**src/rtl/if_fetch_queue.sv**
```systemverilog
// Instruction-fetch stage: owns the fetch PC, issues in-order imem requests and
// buffers responses in a DEPTH-entry queue that feeds decode. Redirects flush it.
module if_fetch_queue #(
    parameter int              XLEN     = 32,
    parameter int              INST_W   = 32,
    parameter int              DEPTH    = 4,
    parameter logic [XLEN-1:0] RESET_PC = '0
) (
    input  logic              clk,
    input  logic              reset,
    input  logic              branch_taken,
    input  logic [XLEN-1:0]   branch_addr,
    input  logic              jump_valid,
    input  logic [XLEN-1:0]   jump_addr,
    input  logic              stall,
    output logic              imem_req_valid,
    input  logic              imem_req_ready,
    output logic [XLEN-1:0]   imem_addr,
    input  logic              imem_rsp_valid,
    input  logic [INST_W-1:0] imem_rsp_data,
    output logic              id_valid,
    input  logic              id_ready,
    output logic [INST_W-1:0] id_inst,
    output logic [XLEN-1:0]   id_pc,
    output logic [XLEN-1:0]   id_pc4
);

    localparam int              AW      = $clog2(DEPTH);
    localparam int              CW      = AW + 1;
    localparam logic [CW:0]     DEPTH_W = DEPTH[CW:0];

    logic [XLEN-1:0]   pc_q, pc_d;
    logic [AW-1:0]     q_rd_q, q_rd_d, q_wr_q, q_wr_d;
    logic [AW-1:0]     a_rd_q, a_rd_d, a_wr_q, a_wr_d;
    logic [CW-1:0]     q_cnt_q, q_cnt_d;
    logic [CW-1:0]     out_q, out_d;
    logic [CW-1:0]     drop_q, drop_d;

    logic [INST_W-1:0] q_inst_q [DEPTH];
    logic [XLEN-1:0]   q_pc_q   [DEPTH];
    logic [XLEN-1:0]   a_pc_q   [DEPTH];

    logic              redirect;
    logic [XLEN-1:0]   target;
    logic              req_fire;
    logic              rsp_drop;
    logic              rsp_push;
    logic              deq;
    logic [XLEN-1:0]   head_pc;

    assign redirect = jump_valid | branch_taken;
    assign target   = jump_valid ? jump_addr : branch_addr;

    // Outstanding requests reserve queue space, so a live response always has a slot.
    assign imem_req_valid = !reset && !redirect &&
                            (({1'b0, q_cnt_q} + {1'b0, out_q}) < DEPTH_W);
    assign imem_addr      = pc_q;
    assign req_fire       = imem_req_valid & imem_req_ready;

    assign rsp_drop = imem_rsp_valid && (drop_q != '0);
    assign rsp_push = imem_rsp_valid && (drop_q == '0) && !redirect;
    assign deq      = id_valid & id_ready & ~stall;

    assign id_valid = (q_cnt_q != '0);
    assign head_pc  = q_pc_q[q_rd_q];
    assign id_inst  = id_valid ? q_inst_q[q_rd_q] : '0;
    assign id_pc    = id_valid ? head_pc : '0;
    assign id_pc4   = id_valid ? head_pc + XLEN'(4) : '0;

    always_comb begin
        pc_d    = pc_q;
        q_rd_d  = q_rd_q;
        q_wr_d  = q_wr_q;
        a_rd_d  = a_rd_q;
        a_wr_d  = a_wr_q;
        q_cnt_d = q_cnt_q;
        drop_d  = drop_q;
        out_d   = out_q + CW'(req_fire) - CW'(imem_rsp_valid);

        if (redirect) begin
            // Everything still in flight after this cycle belongs to the old path.
            pc_d    = target;
            q_rd_d  = '0;
            q_wr_d  = '0;
            a_rd_d  = '0;
            a_wr_d  = '0;
            q_cnt_d = '0;
            drop_d  = out_q - CW'(imem_rsp_valid);
        end else begin
            if (req_fire) begin
                pc_d   = pc_q + XLEN'(4);
                a_wr_d = a_wr_q + AW'(1);
            end
            if (rsp_drop) begin
                drop_d = drop_q - CW'(1);
            end
            if (rsp_push) begin
                q_wr_d = q_wr_q + AW'(1);
                a_rd_d = a_rd_q + AW'(1);
            end
            if (deq) begin
                q_rd_d = q_rd_q + AW'(1);
            end
            q_cnt_d = q_cnt_q + CW'(rsp_push) - CW'(deq);
        end
    end

    always_ff @(posedge clk or posedge reset) begin
        if (reset) begin
            pc_q    <= RESET_PC;
            q_rd_q  <= '0;
            q_wr_q  <= '0;
            a_rd_q  <= '0;
            a_wr_q  <= '0;
            q_cnt_q <= '0;
            out_q   <= '0;
            drop_q  <= '0;
        end else begin
            pc_q    <= pc_d;
            q_rd_q  <= q_rd_d;
            q_wr_q  <= q_wr_d;
            a_rd_q  <= a_rd_d;
            a_wr_q  <= a_wr_d;
            q_cnt_q <= q_cnt_d;
            out_q   <= out_d;
            drop_q  <= drop_d;
        end
    end

    // Storage needs no reset: occupancy counters gate every read.
    always_ff @(posedge clk) begin
        if (req_fire) begin
            a_pc_q[a_wr_q] <= pc_q;
        end
        if (rsp_push) begin
            q_inst_q[q_wr_q] <= imem_rsp_data;
            q_pc_q[q_wr_q]   <= a_pc_q[a_rd_q];
        end
    end

    assert property (@(posedge clk) disable iff (reset)
        !(imem_rsp_valid && (drop_q == '0) && ({1'b0, q_cnt_q} == DEPTH_W)));

endmodule

```
**config.mk**
```make
export PLATFORM = sky130hd
export DESIGN_NAME = if_fetch_queue
export DESIGN_NICKNAME = d
export VERILOG_FILES = /design/src/rtl/if_fetch_queue.sv
export SDC_FILE = /design/constraint.sdc
export NUM_CORES = 1
export LEC_CHECK = 0
export CORE_UTILIZATION = 50
export CTS_BUF_LIST = sky130_fd_sc_hd__clkbuf_8
export DETAILED_ROUTE_END_ITERATION = 12
export MAX_ROUTING_LAYER = met4
export PLACE_DENSITY_LB_ADDON = 0.05
export SYNTH_ARGS = -nofsm -noshare
export SYNTH_HDL_FRONTEND = slang
export SYNTH_SLANG_ARGS = --single-unit
```
**constraint.sdc**
```tcl
create_clock -name clk -period 3.6 [get_ports clk]
set_input_delay 0.9 -clock clk [delete_from_list [all_inputs] [get_ports clk]]
set_output_delay 0.9 -clock clk [all_outputs]
set_load 0.02 [all_outputs]
```
---- Word-level counts from Yosys, hierarchy flattened ----
Memory sizes are Yosys's and may differ from the RTL's.
Index checks and enable logic that the tools add are counted.
word-level totals
  register bits ........................... 49
  memory bits (writable) .................. 384
  input bits .............................. 104
  output and inout bits ................... 130
  word-level logic and storage cells ...... 65
  memories ................................ 3
cells by class
  $add $sub $neg .......................... 13
  order comparisons ....................... 1
  mux-type cells .......................... 21
  bitwise operators ....................... 5
  reductions and logical operators ........ 14
memory list
  memory    words  width  read ports  clocked after memory_dff  wr ports  RTL line  text
  a_pc_q    4      32     1           0                         1         41        logic [XLEN-1:0] a_pc_q [DEPTH];
  q_inst_q  4      32     1           0                         1         39        logic [INST_W-1:0] q_inst_q [DEPTH];
  q_pc_q    4      32     1           0                         1         40        logic [XLEN-1:0] q_pc_q [DEPTH];
operators by type and width
  kind                     count
  $mux W32                 6
  $add A32 B3 Y32 const B  2
  $mux W2                  8
  $mux W3                  3
  $sub A3 B1 Y3            3
  $add A2 B1 Y2 const B    4
  $reduce_bool A2 Y1       4
  $add A3 B1 Y3            2
  $reduce_bool A3 Y1       2
  $logic_and A1 B1 Y1      5
  $add A3 B3 Y4            1
  $lt A4 B3 Y1 const B     1
  $mux W1                  4
  $and A1 B1 Y1            3
  $logic_not A3 Y1         1
  $sub A3 B1 Y3 const B    1
  $logic_not A1 Y1         2
  $not A1 Y1               1
  $or A1 B1 Y1             1

---- Depth between registers and ports, before layout ----
  word-level depth ........................ 7
  gate-level depth with buffers ........... 13
  gate-level depth less buffers ........... 13

---- Least setup slack after synthesis ----
OpenSTA, ideal clock, no wires.
  path type ............................... in2reg
  from .................................... input port branch_taken
  to ...................................... memory q_inst_q[0][0] (enable)
  library setup time ...................... 0.429 ns
  data arrival time ....................... 3.252 ns
  required time ........................... 3.171 ns
  setup slack ............................. -0.081 ns
  stages .................................. 5
  buffers on the path ..................... 2
  cell sequence ........................... clkbuf_1 > or2_2 > clkbuf_1 > nor2_1 > and2_1
between the ends
  word-level cells in the longest chain between the ends .. 5
RTL lines
  item                           RTL line  text
  start: declaration             11        input logic branch_taken,
  $or A1 B1 Y1                   51        assign redirect = jump_valid | branch_taken;
  $logic_not A1 Y1               61        assign rsp_push = imem_rsp_valid && (drop_q == '0) && !redirect;
  $logic_and A1 B1 Y1            61
  $mux W1                        135       if (rsp_push) begin
  $mux W1 (implied by the code)  136       q_inst_q[q_wr_q] <= imem_rsp_data;
  end: declaration               39
Every way passes these cells.

---- Worst setup path after layout ----
  from .................................... register q_rd_q[0]
  to ...................................... output port id_pc4[30]
between the ends
  word-level cells in the longest chain between the ends .. 3
RTL lines
  item                      RTL line  text
  start: declaration        33        logic [AW-1:0] q_rd_q, q_rd_d, q_wr_q, q_wr_d;
  start signal: assignment  120       q_rd_q <= q_rd_d;
  $mem_v2 Z4 W32            --
  $add A32 B3 Y32           68        assign id_pc4 = id_valid ? head_pc + XLEN'(4) : '0;
  $mux W32                  68
  end: declaration          25        output logic [XLEN-1:0] id_pc4
Every way passes these cells.

==> impl_metrics.ini <==
[placement]
place_area_sq_mm = 0.02185
hpwl_microns = 25940
dp_slack_ns = -0.1549
gp_congestion = 0.8289
io_buffers = 233
dp_cells = 1814

[drt]
ant_nets = 0
wl_per_cell_microns = 20.16
routed_wl_microns = 39600
viasPerCell = 5.439
vias = 10680
drc = 0
drtIter0Drc = 631
drt_pass1_iterations = 5

[logic_synthesis]
synth_nets = 1213
synthesis.area_sq_mm = 0.01839
synth-edff-count = 384
synth-seq-cells = 433
synth_cell_types = 51
syn-instance-count = 1087
async_flop_share = 0.1132
synth_ff_type = edfxtp_1
ys_warn_count = 0
ys_seq_area_frac = 0.6939
avgSynthCellArea_sq_um = 16.91

[worst_hold_path]
min_path_type = reg2reg
holdCritStartpoint = out_q[0]

[timing]
tightest_slew_ns = 0.8690
slew_headroom = 0.4207
tns_ns = -4.763
fmax_mhz = 254.3
setup_viol = 23
fin_crit_sh = 1.092
slew_violations = 0
hold_violations = 0
rsz0062_at_grt = true
holdWs_ns = 0.5497
fin_worst_skew_ns = 0.02007
layout_min_cycle_time_ns = 3.933
layout_setup_ws_ns = -0.3326

[pwr]
switchingPower_mw = 2.446
p_comb_frac = 0.084
internal_power_mw = 8.110
swShare = 0.2317
seqPwrFrac = 0.548
vdd_drop_max_uv = 233.2
clockPowerShare = 0.368
p_total_mw = 10.56
leakage_nw = 8.707
power_density_mw_per_mm2 = 449.9

[global_route]
grtUsageTotal = 0.2202
antenna_found_initial = 0
grt_pass1_wl_microns = 61610
grt_max_degree = 65
grt_pass1_vias = 11070
grt_overflow = 0

[status]
violations = setup timing
outcome = complete, but fails checks

[finish]
design_area_sq_mm = 0.02346
drive_gt1_frac = 0.2535
post-route-util = 0.6533
fin_nets = 1574
antenna_cells = 0
multi_input_comb_area_sq_mm = 0.005354
stdcell_count = 1964
area_growth_pct = 27.62
nFillCells = 2647
ff_latch_area_sq_mm = 0.01276

[cts]
ctsHoldBuffers = 0
cts_tree = yes
insertion_delay_ns = 0.59
numCtsBuffers = 70
cts.clk_slew.worst_paths_ns = 0.06
htree_levels = 3
clock-sinks = 433
clock_path_buffers = 3
root_buffer = clkbuf_8

[die]
rows = 69
die_w_microns = 193.8
dieArea_sq_mm = 0.03754
fp.dieH_microns = 193.8
core_area_sq_mm = 0.03591
start_util = 0.5119
ioPinCount = 234

[critical_path]
critPathKind = reg2out
worstSetupEndpointType = primary output
crit_fanout = 7
crit_chain = buf_8 > buf_12 > mux4_2 > nand4_4 > nor4_4 > buf_2 > nand3_1 > xor2_1 > nor2_1 > buf_4
worstReg2RegStart = q_cnt_q[1]
cp.arrival_ns = 3.03
worstPathRequired_ns = 2.70
critPathMaxStageDelay_ns = 0.53
cpMaxStageDelayCell = dfrtp_4
startpoint = q_rd_q[0]
cp-start-kind = flop
ff2ff_setup_slack_ns = 0.91

[run]
maxCapViolCount = 0
## cell type report
type                    count  share of cell area
clock buffers              77             0.04517
multi-input cells         575              0.2282
well taps                 461             0.02458
inverters                  25            0.004000
clock inverters            50             0.01035
flip-flops and latches    433              0.5440
repair buffers            343              0.1437
## sequential cells by signal, summed over array words and instances, names as in the netlist
name	flops
a_pc_q	128
a_rd_q	2
a_wr_q	2
drop_q	3
imem_addr	32
out_q	3
q_cnt_q	3
q_inst_q	128
q_pc_q	128
q_rd_q	2
q_wr_q	2
## cells by family (layout without fill, tap and decap cells)
kind of cell	after synthesis	in the layout	share of synthesized area
buffers and inverters	79	495	0.02089
XOR/XNOR	50	50	0.02382
multiplexers	107	107	0.1281
AND/OR/NAND/NOR	293	293	0.08616
adder cells (fa/ha/maj)	22	22	0.01579
flip-flops	433	433	0.6939
AO/OA/AOI/OAI	103	103	0.03131
## Yosys cell counts, drive strengths merged (5+ instances only)
cell type | number | area, sq um
and3 | 19 | 118.9
xor2 | 24 | 210.2
a31oi | 5 | 31.28
o31ai | 5 | 37.54
nor2 | 70 | 262.8
ha | 20 | 250.2
clkbuf | 36 | 175.2
and2 | 77 | 483.0
nand2 | 57 | 216.5
buf | 18 | 115.1
nand3 | 22 | 120.1
mux4 | 96 | 2245
dfrtp | 49 | 1226
o21ai | 41 | 205.2
edfxtp | 384 | 11530
nand4 | 12 | 96.34
inv | 25 | 93.84
mux2i | 10 | 100.1
nor3 | 6 | 41.29
a21oi | 38 | 190.2
a211oi | 7 | 52.55
xnor2 | 26 | 227.7
and4 | 10 | 87.58
nor4 | 5 | 46.29
## power groups by stage
stage	registers [mW]	logic [mW]	clock network (mW)
after floorplan	5.87	0.447	0
after global routing	5.80	0.977	4.20
final	5.78	0.892	3.88
after global placement	5.88	0.877	0
after detailed placement	5.88	0.888	0
after CTS	5.78	0.897	3.99
## cells in the final DEF, fill, tap and decap left out, types with 25 or more instances in the layout
master           count
clkbuf_8            77
nand2_1             53
o21ai_0             41
dlygate4sd2_1       28
and2_1              71
edfxtp_1           384
dfrtp_1             45
inv_1               42
xnor2_1             25
buf_4              101
mux4_2              93
a21oi_1             38
clkdlybuf4s50_1    141
nor2_1              67
## worst max-delay path, delay by kind of cell, from the launching register on
| kind | cells | cell delay (ns) |
|---|---|---|
| simple gates | 4 | 0.70 |
| flops | 1 | 0.53 |
| xor+xnor | 1 | 0.16 |
| buf+inv | 4 | 0.68 |
| mux | 1 | 0.38 |
## routing by layer
metal	wire, microns	global-route usage
met1	17190	0.2853
met2	19440	0.3581
met3	2318	0.04279
met4	643	0.05837
met5	0	-
## path summary, 6_finish.rpt
kind	endpoint	depth (start not counted)
setup reg to reg	out_q[2]	12
hold reg to reg	out_q[0]	1
hold / removal	out_q[0]	1
setup / recovery	id_pc4[30]	10
min in group asynchronous	imem_addr[19]	2
max in group asynchronous	imem_addr[7]	3
## timing repair
action                     in CTS  in global routing
gates resized for setup       252                 61
cloned                          2                  0
setup endpoints to repair      87                 75
buffers inserted               18                  5
hold endpoints to repair        0                  0
pin swaps                      18                 13
Note: power is estimated with default switching activity, not from simulation.
